--- src/rtl/step_ctrl_pkg.sv ---
// step_ctrl_pkg: shared constants and state encoding for the run/halt/step
// controller.
//   ADDR_W   - width of the fetch PC and breakpoint address
//   CNT_W    - width of the advanced-cycle counter
//   state_t  - controller state, 2-bit encoding RUN=0, HALT=1, STEP=2
//   state_advances() - pipeline-enable decode for a given state
package step_ctrl_pkg;

  localparam int unsigned ADDR_W = 32;
  localparam int unsigned CNT_W  = 32;

  typedef enum logic [1:0] {
    ST_RUN  = 2'd0,
    ST_HALT = 2'd1,
    ST_STEP = 2'd2
  } state_t;

  // Pipeline advances in RUN and in the single STEP cycle, never in HALT.
  function automatic logic state_advances(input state_t s);
    return (s == ST_RUN) || (s == ST_STEP);
  endfunction

endpackage

--- src/rtl/sync2.sv ---
// sync2: 1-bit two-flop synchronizer for asynchronous operator levels.
// Ports:
//   clock - sampling clock (rising edge)
//   reset - synchronous active-high reset, clears both flops
//   d     - asynchronous input level
//   q     - synchronized level, two clock edges behind d
module sync2 (
  input  logic clock,
  input  logic reset,
  input  logic d,
  output logic q
);

  logic meta;

  always_ff @(posedge clock) begin
    if (reset) begin
      meta <= 1'b0;
      q    <= 1'b0;
    end else begin
      meta <= d;
      q    <= meta;
    end
  end

endmodule

--- src/rtl/step_ctrl.sv ---
// step_ctrl: run/halt/single-step controller for a downstream pipeline.
// Operator levels "change" and "step" are synchronized and edge-detected;
// a change edge toggles RUN/HALT, a step edge in HALT grants one pipeline
// cycle, and an armed breakpoint matching the fetch PC halts a running
// pipeline.
// Ports:
//   clock     - single clock, rising edge
//   reset     - synchronous active-high reset
//   change    - operator level, rising edge toggles run/halt
//   step      - operator level, rising edge in HALT requests one advance
//   pc        - fetch-stage PC of the downstream pipeline
//   bp_addr   - breakpoint address (full-width compare)
//   bp_valid  - breakpoint armed
//   advance   - pipeline enable, decoded from the state register
//   halted    - high only in HALT
//   cycle_cnt - count of advanced cycles
// Build option: define STEP_CTRL_CYCLE_CNT_EN to implement the advanced-cycle
// counter; without it cycle_cnt is tied to zero and no counter is built.
module step_ctrl
  import step_ctrl_pkg::*;
(
  input  logic              clock,
  input  logic              reset,
  input  logic              change,
  input  logic              step,
  input  logic [ADDR_W-1:0] pc,
  input  logic [ADDR_W-1:0] bp_addr,
  input  logic              bp_valid,
  output logic              advance,
  output logic              halted,
  output logic [CNT_W-1:0]  cycle_cnt
);

  logic   change_sync;
  logic   step_sync;
  logic   change_prev;
  logic   step_prev;
  logic   change_edge;
  logic   step_edge;
  logic   bp_hit;
  logic   guard_q;
  logic   guard_d;
  state_t state_q;
  state_t state_d;

  // Synchronize the asynchronous operator levels.
  sync2 u_change_sync (
    .clock (clock),
    .reset (reset),
    .d     (change),
    .q     (change_sync)
  );

  sync2 u_step_sync (
    .clock (clock),
    .reset (reset),
    .d     (step),
    .q     (step_sync)
  );

  // One registered history bit per input for rising-edge detection.
  always_ff @(posedge clock) begin
    if (reset) begin
      change_prev <= 1'b0;
      step_prev   <= 1'b0;
    end else begin
      change_prev <= change_sync;
      step_prev   <= step_sync;
    end
  end

  assign change_edge = change_sync & ~change_prev;
  assign step_edge   = step_sync & ~step_prev;

  // Breakpoint is ignored on the first RUN cycle after a resume so the
  // pipeline can move off the instruction it stopped at.
  assign bp_hit = bp_valid && (pc == bp_addr) && advance && !guard_q;

  // State register and resume guard.
  always_ff @(posedge clock) begin
    if (reset) begin
      state_q <= ST_RUN;
      guard_q <= 1'b0;
    end else begin
      state_q <= state_d;
      guard_q <= guard_d;
    end
  end

  // Next-state logic; edges not consumed by the current state are dropped.
  always_comb begin
    state_d = state_q;
    guard_d = 1'b0;
    unique case (state_q)
      ST_RUN: begin
        if (change_edge || bp_hit) begin
          state_d = ST_HALT;
        end
      end
      ST_HALT: begin
        // change has priority over a coincident step edge
        if (change_edge) begin
          state_d = ST_RUN;
          guard_d = 1'b1;
        end else if (step_edge) begin
          state_d = ST_STEP;
        end
      end
      ST_STEP: begin
        state_d = ST_HALT;
      end
      default: begin
        state_d = ST_RUN;
      end
    endcase
  end

  assign advance = state_advances(state_q);
  assign halted  = (state_q == ST_HALT);

`ifdef STEP_CTRL_CYCLE_CNT_EN
  logic [CNT_W-1:0] cnt_q;

  // Counts every edge on which the pipeline advanced; wraps naturally.
  always_ff @(posedge clock) begin
    if (reset) begin
      cnt_q <= '0;
    end else if (advance) begin
      cnt_q <= cnt_q + CNT_W'(1);
    end
  end

  assign cycle_cnt = cnt_q;
`else
  assign cycle_cnt = '0;
`endif

endmodule

--- config.mk ---
export PLATFORM = sky130hd
export DESIGN_NAME = step_ctrl
export DESIGN_NICKNAME = d
export VERILOG_FILES = /design/src/rtl/step_ctrl_pkg.sv /design/src/rtl/sync2.sv /design/src/rtl/step_ctrl.sv
export SDC_FILE = /design/constraint.sdc
export NUM_CORES = 1
export LEC_CHECK = 0
export CAP_MARGIN = 25
export CORE_ASPECT_RATIO = 1.2
export CORE_MARGIN = 1
export CORE_UTILIZATION = 30
export CTS_BUF_LIST = sky130_fd_sc_hd__clkbuf_4
export DETAILED_ROUTE_END_ITERATION = 16
export GPL_ROUTABILITY_DRIVEN = 0
export MAX_ROUTING_LAYER = met4
export PLACE_DENSITY = 0.89
export SYNTH_ARGS = -nofsm -noshare
export SYNTH_HDL_FRONTEND = slang
export SYNTH_HIERARCHICAL = 1
export SYNTH_SLANG_ARGS = --single-unit
--- constraint.sdc ---
create_clock -name clock -period 1.76 [get_ports clock]
set_input_delay 0.176 -clock clock [delete_from_list [all_inputs] [get_ports clock]]
set_output_delay 0.176 -clock clock [all_outputs]
set_load 0.1 [all_outputs]
* After elaboration in Yosys (flattened, before gate mapping)
Index checks and enable logic that the tools add are counted.
** Storage, ports and cells
- Bits in registers :: 9
- Bits in latches :: 0
- Memory bits (writable) :: 0
- ROM bits :: 0
- Input bits :: 69
- Output and inout bits :: 34
- Logic and storage cells :: 32
- Memories kept :: 0
** Cells by class
- Add/subtract/negate cells :: 0
- Multiply operators :: 0
- Div/mod/pow operators :: 0
- Magnitude comparators :: 0
- Eq/ne operators :: 5
- Shift-type cells :: 0
- Mux-type cells :: 5
- Bitwise operators :: 5
- Reductions and logical operators :: 9
** Operators by type and width (number)
- 32-bit equality test :: 1
- 2-bit two-way mux :: 3
- 2-bit one-hot mux with 3 select lines :: 1
- 1-bit logical AND :: 3
- 3-bit by 1-bit inequality test with 1-bit output, second input constant :: 1
- 1-bit NOT :: 3
- 1-bit bitwise AND :: 2
- 2-bit by 1-bit equality test with 1-bit output, second input constant :: 1
- 2-bit equality test, second input constant :: 1
- 2-bit logical NOT :: 1
- 1-bit logical OR :: 2
- 2-bit inequality test, second input constant :: 1
- 2-bit AND reduction :: 1
- 2-bit OR reduction :: 1
- 1-bit logical NOT :: 1
- 1-bit two-way mux :: 1

* Logic depth before layout (Yosys ltp)
Gate-level depths: netlist (run 1).
- Word-level depth :: 7
- Depth in mapped cells :: 5
- Gate-level depth less buffers :: 5

* Hierarchy
The synthesis (run 1) kept the hierarchy.
** Modules (own cells, without submodules)
- step_ctrl :: times used 1, cells an instance 96, area each 778.2 µm², seq. area each 100.1 µm²
- sync2 :: times used 2, cells an instance 4, area each 52.6 µm², seq. area each 40.0 µm²

* Worst setup path after synthesis (run 1)
OpenSTA, ideal clock, no wires.
- Path type :: register -> output
- Start :: reg state_q[0]
- End :: out halted
- Arrival time :: 1.065 ns
- Required time :: 1.584 ns
- Setup slack :: 0.519 ns
- Cell stages (with the launch flop) :: 3
- Buffers on the path :: 0
- Cell sequence :: dfxtp_1 -> nand2b_1 -> inv_1
** Between the ends
- Longest elaborated chain between the ends :: 1
** Ends and longest elaborated chain
- start, declared :: RTL line step_ctrl.sv:43 : state_t state_q;
- start signal, assigned :: RTL line step_ctrl.sv:85 : state_q <= state_d;
- 2-bit by 1-bit equality test with 1-bit output :: RTL line step_ctrl.sv:119 : assign halted = (state_q == ST_HALT);
- end, declared :: RTL line step_ctrl.sv:30 : output logic halted,
Every way passes these cells.

* Worst setup path in the final report (run 1)
- Start :: in pc[0]
- End :: reg state_q[0]
** Between the ends
- Longest elaborated chain between the ends :: 7
** Ends and longest elaborated chain
- start, declared :: RTL line step_ctrl.sv:26 : input logic [ADDR_W-1:0] pc,
- 32-bit equality test :: RTL line step_ctrl.sv:77 : assign bp_hit = bp_valid && (pc == bp_addr) && advance && !guard_q;
- 1-bit logical AND (3 in series) :: RTL line step_ctrl.sv:77
- 1-bit logical OR :: RTL line step_ctrl.sv:96 : if (change_edge || bp_hit) begin
- 2-bit inequality test (no source line)
- 2-bit AND reduction (no source line)
Every way passes these cells.
A chain may end at the register's enable or synchronous reset.

==> flow_metrics.env, run 1 <==
export IMPL_finalNetCount=247
export IMPL_dp_cells=207
export IMPL_cp_arrival_ps=1600
export IMPL_leakage_uw=0.000592
export IMPL_grt_ovfl_total=0
export IMPL_internal_power_uw=508
export IMPL_setup_viol=0
export IMPL_finalCritPeriodShare_pct=81.4
export IMPL_startpoint_type="primary input"
export IMPL_ctsRootBufferMaster="clkbuf_4"
export IMPL_r2r_slack_ps=490
export IMPL_drv_slew=0
export IMPL_timing_rr_start="state_q[0]"
export IMPL_routedWlPerCell_um=9.70
export IMPL_p_seq_share_pct=22.4
export IMPL_status="complete, no violations"
export IMPL_synth_area_leaders="xnor2_1 29%, buf_4 27%, dfxtp_1 20%"
export IMPL_clkSinkCount=9
export IMPL_synthDistinctLibCells=17
export IMPL_viasPerCell=4.04
export IMPL_netlist_area_um2=883
export IMPL_critical_path_required_ps=1930
export IMPL_stdcell_count=211
export IMPL_ys_async_sr_fraction_pct=0
export IMPL_fin_crit_ps=1430
export IMPL_ys_seq_elements=9
export IMPL_ys_seq_area_share_pct=20.4
export IMPL_grt_pass1_wl_mm=2.97
export IMPL_placed_area_um2=1510
export IMPL_cts_hold_repair_buffers=0
export IMPL_grt_max_degree=9
export IMPL_grt_pass1_vias=819
export IMPL_coreArea_um2=2790
export IMPL_ff2ff_path_depth=5
export IMPL_power_density_nw_per_um2=623
export IMPL_crit_start="pc[0]"
export IMPL_numCtsBuffers=3
export IMPL_dieArea_um2=3170
export IMPL_clock_latency_ps=250
export IMPL_crit_chain="clkdlybuf4s50_1 > xnor2_1 > nand4_1 > nor4_1 > nand3_1 > a221oi_2"
export IMPL_finalInstanceArea_um2=1540
export IMPL_synth_edf_count=0
export IMPL_critical_path_slowest_cell="clkdlybuf4s50_1"
export IMPL_synth_top_cell_area_share_pct=28.8
export IMPL_drtPass1Iterations=4
export IMPL_cp_max_fo=1
export IMPL_area_growth_pct=74.4
export IMPL_crit_path_end_kind="flop"
export IMPL_reg2reg_to="state_q[0]"
export IMPL_rsz0062_at_grt="false"
export IMPL_grt_antenna_before_repair=0
export IMPL_cts_max_path_buffers=2
export IMPL_min_path_cells=1
export IMPL_dp_hpwl_mm=1.95
export IMPL_hold_violations=0
export IMPL_fp_dieH_um=61.4
export IMPL_vdd_ir_drop_worst_uv=386
export IMPL_timing_setup_tns_ps=0
export IMPL_finalClockSkew_ps=2.39
export IMPL_finalPower_uw=959
export IMPL_diodes=0
export IMPL_post_synth_cell_area_avg_um2=8.49
export IMPL_drive_above_1_share_pct=3.95
export IMPL_cts_setup_buffers=0
export IMPL_track_usage_pct=13.5
export IMPL_p_sw_uw=451
export IMPL_start_util_pct=31.7
export IMPL_holdPathEnd="state_q[1]"
export IMPL_pre_cts_ws_ps=26.5
export IMPL_drt_iter0_drc=3
export IMPL_p_sw_share_pct=47.0
export IMPL_clk_pin_slew_ps=60
export IMPL_syn_inst=104
export IMPL_routed_wl_mm=2.05
export IMPL_num_rows=21
export IMPL_cts_tree="done"
export IMPL_combinationalPowerShare_pct=60.4
export IMPL_io_pins=103
export IMPL_vias=852
export IMPL_yosysWarnings=6
export IMPL_drc=0
export IMPL_die_x_um=51.5
export IMPL_clock_power_share_pct=17.2
export IMPL_fmax_mhz=698
export IMPL_ant_nets=0
export IMPL_hp_start="step_prev"
export IMPL_port_buffers=70
export IMPL_cts_htree_levels=1
export IMPL_timing_worst_setup_path_type="in2reg"
export IMPL_worst_slack_ps=327
export IMPL_cpPeakStageDelay_ps=480
export IMPL_worstHoldPathType="reg2reg"
export IMPL_cap_viol_max_count=0
export IMPL_cts_resized=0
export IMPL_synth_largest_area_cell="xnor2_1"
export IMPL_ys_flop_type="dfxtp_1"
## cell families (layout without fill, tap and decap cells)
| kind of cell | Yosys count | after routing | synth area share, % |
|---|---|---|---|
| AND/OR/NAND/NOR | 25 | 25 | 16.7 |
| XOR/XNOR | 32 | 32 | 31.7 |
| AO/OA/AOI/OAI | 2 | 2 | 2.27 |
| other | 1 | 32 | 0.425 |
| buffers and inverters | 35 | 77 | 28.5 |
| flip-flops | 9 | 9 | 20.4 |
## synthesized netlist by cell type (2+ instances only)
cell type	instances
xnor2_1	29
nand3_1	2
nor3_1	2
buf_4	32
inv_1	3
nor2_1	3
nor4_1	2
xor2_1	3
nand4_1	7
dfxtp_1	9
nor2b_1	6
## how the worst max path moves through the flow
stage / endpoint / slack, ps / cells after the start
after floorplan: halted / 520 / 2
after global placement: state_q[0] / 60 / 6
after detailed placement: state_q[0] / 30 / 6
after CTS: state_q[0] / 290 / 6
after global routing: state_q[0] / 190 / 6
final: state_q[0] / 330 / 6
## worst max-delay path, delay by kind of cell
kind	cells	cell delay (ps)
compound gates	1	240
xor+xnor	1	130
buf+inv	1	480
simple gates	3	570
## flip-flops by register name, indices dropped and copies added (netlist names)
name and flops:
guard_q 1, change_prev 1, u_step_sync/q 1, step_prev 1
u_step_sync/meta 1, state_q 2, u_change_sync/q 1, u_change_sync/meta 1
## layout by cell type, fill, tap and decap left out
cell	Yosys	final
clkdlybuf4s50_1	0	68
conb_1	1	32
xnor2_1	29	29
dfxtp_1	9	9
nand4_1	7	7
nor2b_1	6	6
clkbuf_4	0	4
inv_1	3	3
nor2_1	3	3
xor2_1	3	3
nor3_1	2	2
nor4_1	2	2
nand3_1	2	2
nand2b_1	1	1
nor3b_1	1	1
nor4b_1	1	1
o21ai_0	1	1
a221oi_2	1	1
buf_12	0	1
buf_4	32	1
## through the flow
stage                     utilization, %  hold slack [ps]
after floorplan                        -              242
after global placement              54.2              411
after detailed placement            54.2              417
after CTS                           55.3              430
after global routing                55.3              432
final                               55.3              419
## per-layer routing
metal / vias to the layer above / share of wire, % / GRT usage, %
met3: 4 / 15 / 3.70
met1: 359 / 26 / 7.50
met5: - / 0 / -
met2: 68 / 57 / 31.2
met4: 0 / 2.1 / 7.72
li1: 421 / - / -
## cell type report
class | count | area (um2)
clock buffers | 4 | 30.0
fillers | 262 | 1240
inverters | 3 | 11.3
multi-input cells | 91 | 568
flip-flops and latches | 9 | 180
well taps | 34 | 42.5
repair buffers | 70 | 708
## power by group through the flow
| stage | Clock, uW | Sequential [uW] | Combinational (uW) |
|---|---|---|---|
| 5_1_grt | 186 | 215 | 606 |
| 4_1_cts | 175 | 215 | 582 |
| 3_5_place_dp | 0 | 219 | 581 |
| 6_report | 165 | 214 | 579 |
| 2_1_floorplan | 0 | 218 | 452 |
| 3_3_place_gp | 0 | 219 | 575 |
(Power assumes the default switching activity.)
==> run 2: changes to the inputs <==
--- a/config.mk
+++ b/config.mk
@@ -8,12 +8,12 @@
 export CAP_MARGIN = 25
 export CORE_ASPECT_RATIO = 1.2
 export CORE_MARGIN = 1
-export CORE_UTILIZATION = 30
+export CORE_UTILIZATION = 28
 export CTS_BUF_LIST = sky130_fd_sc_hd__clkbuf_4
 export DETAILED_ROUTE_END_ITERATION = 16
 export GPL_ROUTABILITY_DRIVEN = 0
 export MAX_ROUTING_LAYER = met4
-export PLACE_DENSITY = 0.89
+export PLACE_DENSITY = 0.83
 export SYNTH_ARGS = -nofsm -noshare
 export SYNTH_HDL_FRONTEND = slang
 export SYNTH_HIERARCHICAL = 1
==> constraint.sdc (replaced) <==
create_clock -name clock -period 1.4 [get_ports clock]
set_input_delay 0.14 -clock clock [delete_from_list [all_inputs] [get_ports clock]]
set_output_delay 0.14 -clock clock [all_outputs]
set_load 0.1 [all_outputs]
==> run 2 against run 1 <==
Compared with the run above:
- non-clock buffer count is 2 higher
- design area is 8.8% higher
- cell count is 0.95% higher
- combinational power is 26% higher
- global-route usage is 1.5 points lower
- hold slack worse by 41 ps
- sequential share of layout area is 0.94 points lower
- via count is 0.12% higher
- count of clock-buffer cells in the layout stayed put
- clock skew hardly changed
- first-iteration DRC count grew to 3.3 times the previous value
- critical path type unchanged
==> flow_metrics.env, run 2 (synthesized netlist as in run 1, its figures left out) <==
export IMPL_status="complete, no violations"
export IMPL_cts_setup_buffers=0
export IMPL_startpoint_type="primary input"
export IMPL_track_usage_pct=12.0
export IMPL_drt_iter0_drc=10
export IMPL_grt_pass1_wl_mm=2.95
export IMPL_finalClockSkew_ps=2.46
export IMPL_drtPass1Iterations=2
export IMPL_routed_wl_mm=2.10
export IMPL_cts_tree="done"
export IMPL_cts_max_path_buffers=2
export IMPL_leakage_uw=0.000934
export IMPL_port_buffers=70
export IMPL_setup_viol=0
export IMPL_clock_latency_ps=250
export IMPL_cp_arrival_ps=1420
export IMPL_worstHoldPathType="in2reg"
export IMPL_coreArea_um2=2890
export IMPL_power_density_nw_per_um2=719
export IMPL_finalInstanceArea_um2=1680
export IMPL_drc=0
export IMPL_viasPerCell=4.00
export IMPL_grt_antenna_before_repair=0
export IMPL_finalPower_uw=1200
export IMPL_clkSinkCount=9
export IMPL_drive_above_1_share_pct=6.70
export IMPL_ant_nets=0
export IMPL_dp_hpwl_mm=1.81
export IMPL_area_growth_pct=89.7
export IMPL_diodes=0
export IMPL_io_pins=103
export IMPL_finalCritPeriodShare_pct=89.5
export IMPL_largest_register_ff_count=2
export IMPL_final_common_cell="dlymetal6s2s_1"
export IMPL_cp_max_fo=1
export IMPL_routedWlPerCell_um=9.85
export IMPL_drv_slew=0
export IMPL_finalNetCount=249
export IMPL_critical_path_required_ps=1570
export IMPL_final_cell_mix="35 x dlymetal6s2s_1, 33 x clkdlybuf4s50_1, 32 x conb_1"
export IMPL_start_util_pct=30.6
export IMPL_clk_pin_slew_ps=50
export IMPL_grt_max_degree=6
export IMPL_top_register="state_q"
export IMPL_rsz0062_at_grt="false"
export IMPL_fin_crit_ps=1250
export IMPL_crit_path_end_kind="flop"
export IMPL_placed_area_um2=1540
export IMPL_cts_htree_levels=1
export IMPL_ctsRootBufferMaster="clkbuf_4"
export IMPL_vias=853
export IMPL_timing_worst_setup_path_type="in2reg"
export IMPL_fp_dieH_um=63.5
export IMPL_vdd_ir_drop_worst_uv=397
export IMPL_fmax_mhz=798
export IMPL_cap_viol_max_count=0
export IMPL_grt_ovfl_total=0
export IMPL_hold_violations=0
export IMPL_numCtsBuffers=3
export IMPL_die_x_um=53.3
export IMPL_dieArea_um2=3380
export IMPL_grt_pass1_vias=782
export IMPL_num_rows=21
[run 2: cell types whose count changed in the layout (fill, tap and decap cells not counted), sizes merged]
cell / previous run / this run
clkdlybuf4s50: 68 / 33
dlymetal6s2s: 0 / 35
buf: 2 / 4
[run 2: final cells by class]
cell class | instances | area (um2)
Sequential cell | 9 | 180
Multi-Input combinational cell | 91 | 588
Tap cell | 34 | 42.5
Clock buffer | 4 | 30.0
Inverter | 3 | 11.3
Fill cell | 265 | 1210
Timing Repair Buffer | 72 | 823
[run 2: metrics by stage]
step	TNS (ps)	setup WS [ps]	utilization, %	hold WS, ps	instances
6_report	0	146	58.0	378	213
5_1_grt	0	7.83	58.0	430	213
4_1_cts	0	10.9	54.5	417	213
3_5_place_dp	-277	-277	53.2	425	209
3_3_place_gp	-281	-281	53.2	414	209
2_1_floorplan	0	195	-	206	135
[run 2: worst max-delay path, stage by stage]
cell	delay [ps]
clkdlybuf4s50_1	470
xnor2_1	120
nand4_1	130
nor4_2	220
nand3_1	130
a221oi_2	210
[run 2: power by group]
part	switching, uW	internal (uW)
Sequential	2.62	265
Combinational	488	239
Clock	81.2	129
Total	572	633
[run 2: worst paths after layout]
kind / slack (ps) / from / depth (start not counted) / endpoint
setup / recovery: 150 / bp_addr[7] / 6 / state_q[0]
hold / removal: 380 / bp_addr[14] / 6 / state_q[0]
setup reg to reg: 210 / state_q[0] / 5 / state_q[0]
hold reg to reg: 430 / step_prev / 1 / state_q[1]
[run 2: layer usage]
metal  part of all wire, %  vias up  track usage [%]
met2                    55       63             24.1
met4                     0        0             4.93
met5                     0        -                -
met1                    30      368             9.37
li1                      -      422                -
met3                    15        0             3.14
[run 2: timing repair]
action                     4_1_cts  5_1_grt
setup endpoints to repair        1        1
hold buffers                     0        0
resized for setup                1       37
hold endpoints to repair         0        0
pin swaps                        0       25
==> run 3: changes to the inputs <==
--- a/config.mk
+++ b/config.mk
@@ -7,9 +7,9 @@
 export LEC_CHECK = 0
 export CAP_MARGIN = 25
 export CORE_ASPECT_RATIO = 1.2
-export CORE_MARGIN = 1
 export CORE_UTILIZATION = 28
 export CTS_BUF_LIST = sky130_fd_sc_hd__clkbuf_4
+export CTS_CLUSTER_DIAMETER = 80
 export DETAILED_ROUTE_END_ITERATION = 16
 export GPL_ROUTABILITY_DRIVEN = 0
 export MAX_ROUTING_LAYER = met4
==> results of run 3 <==
The final DEF is identical to that of run 2; final timing and power are the same.
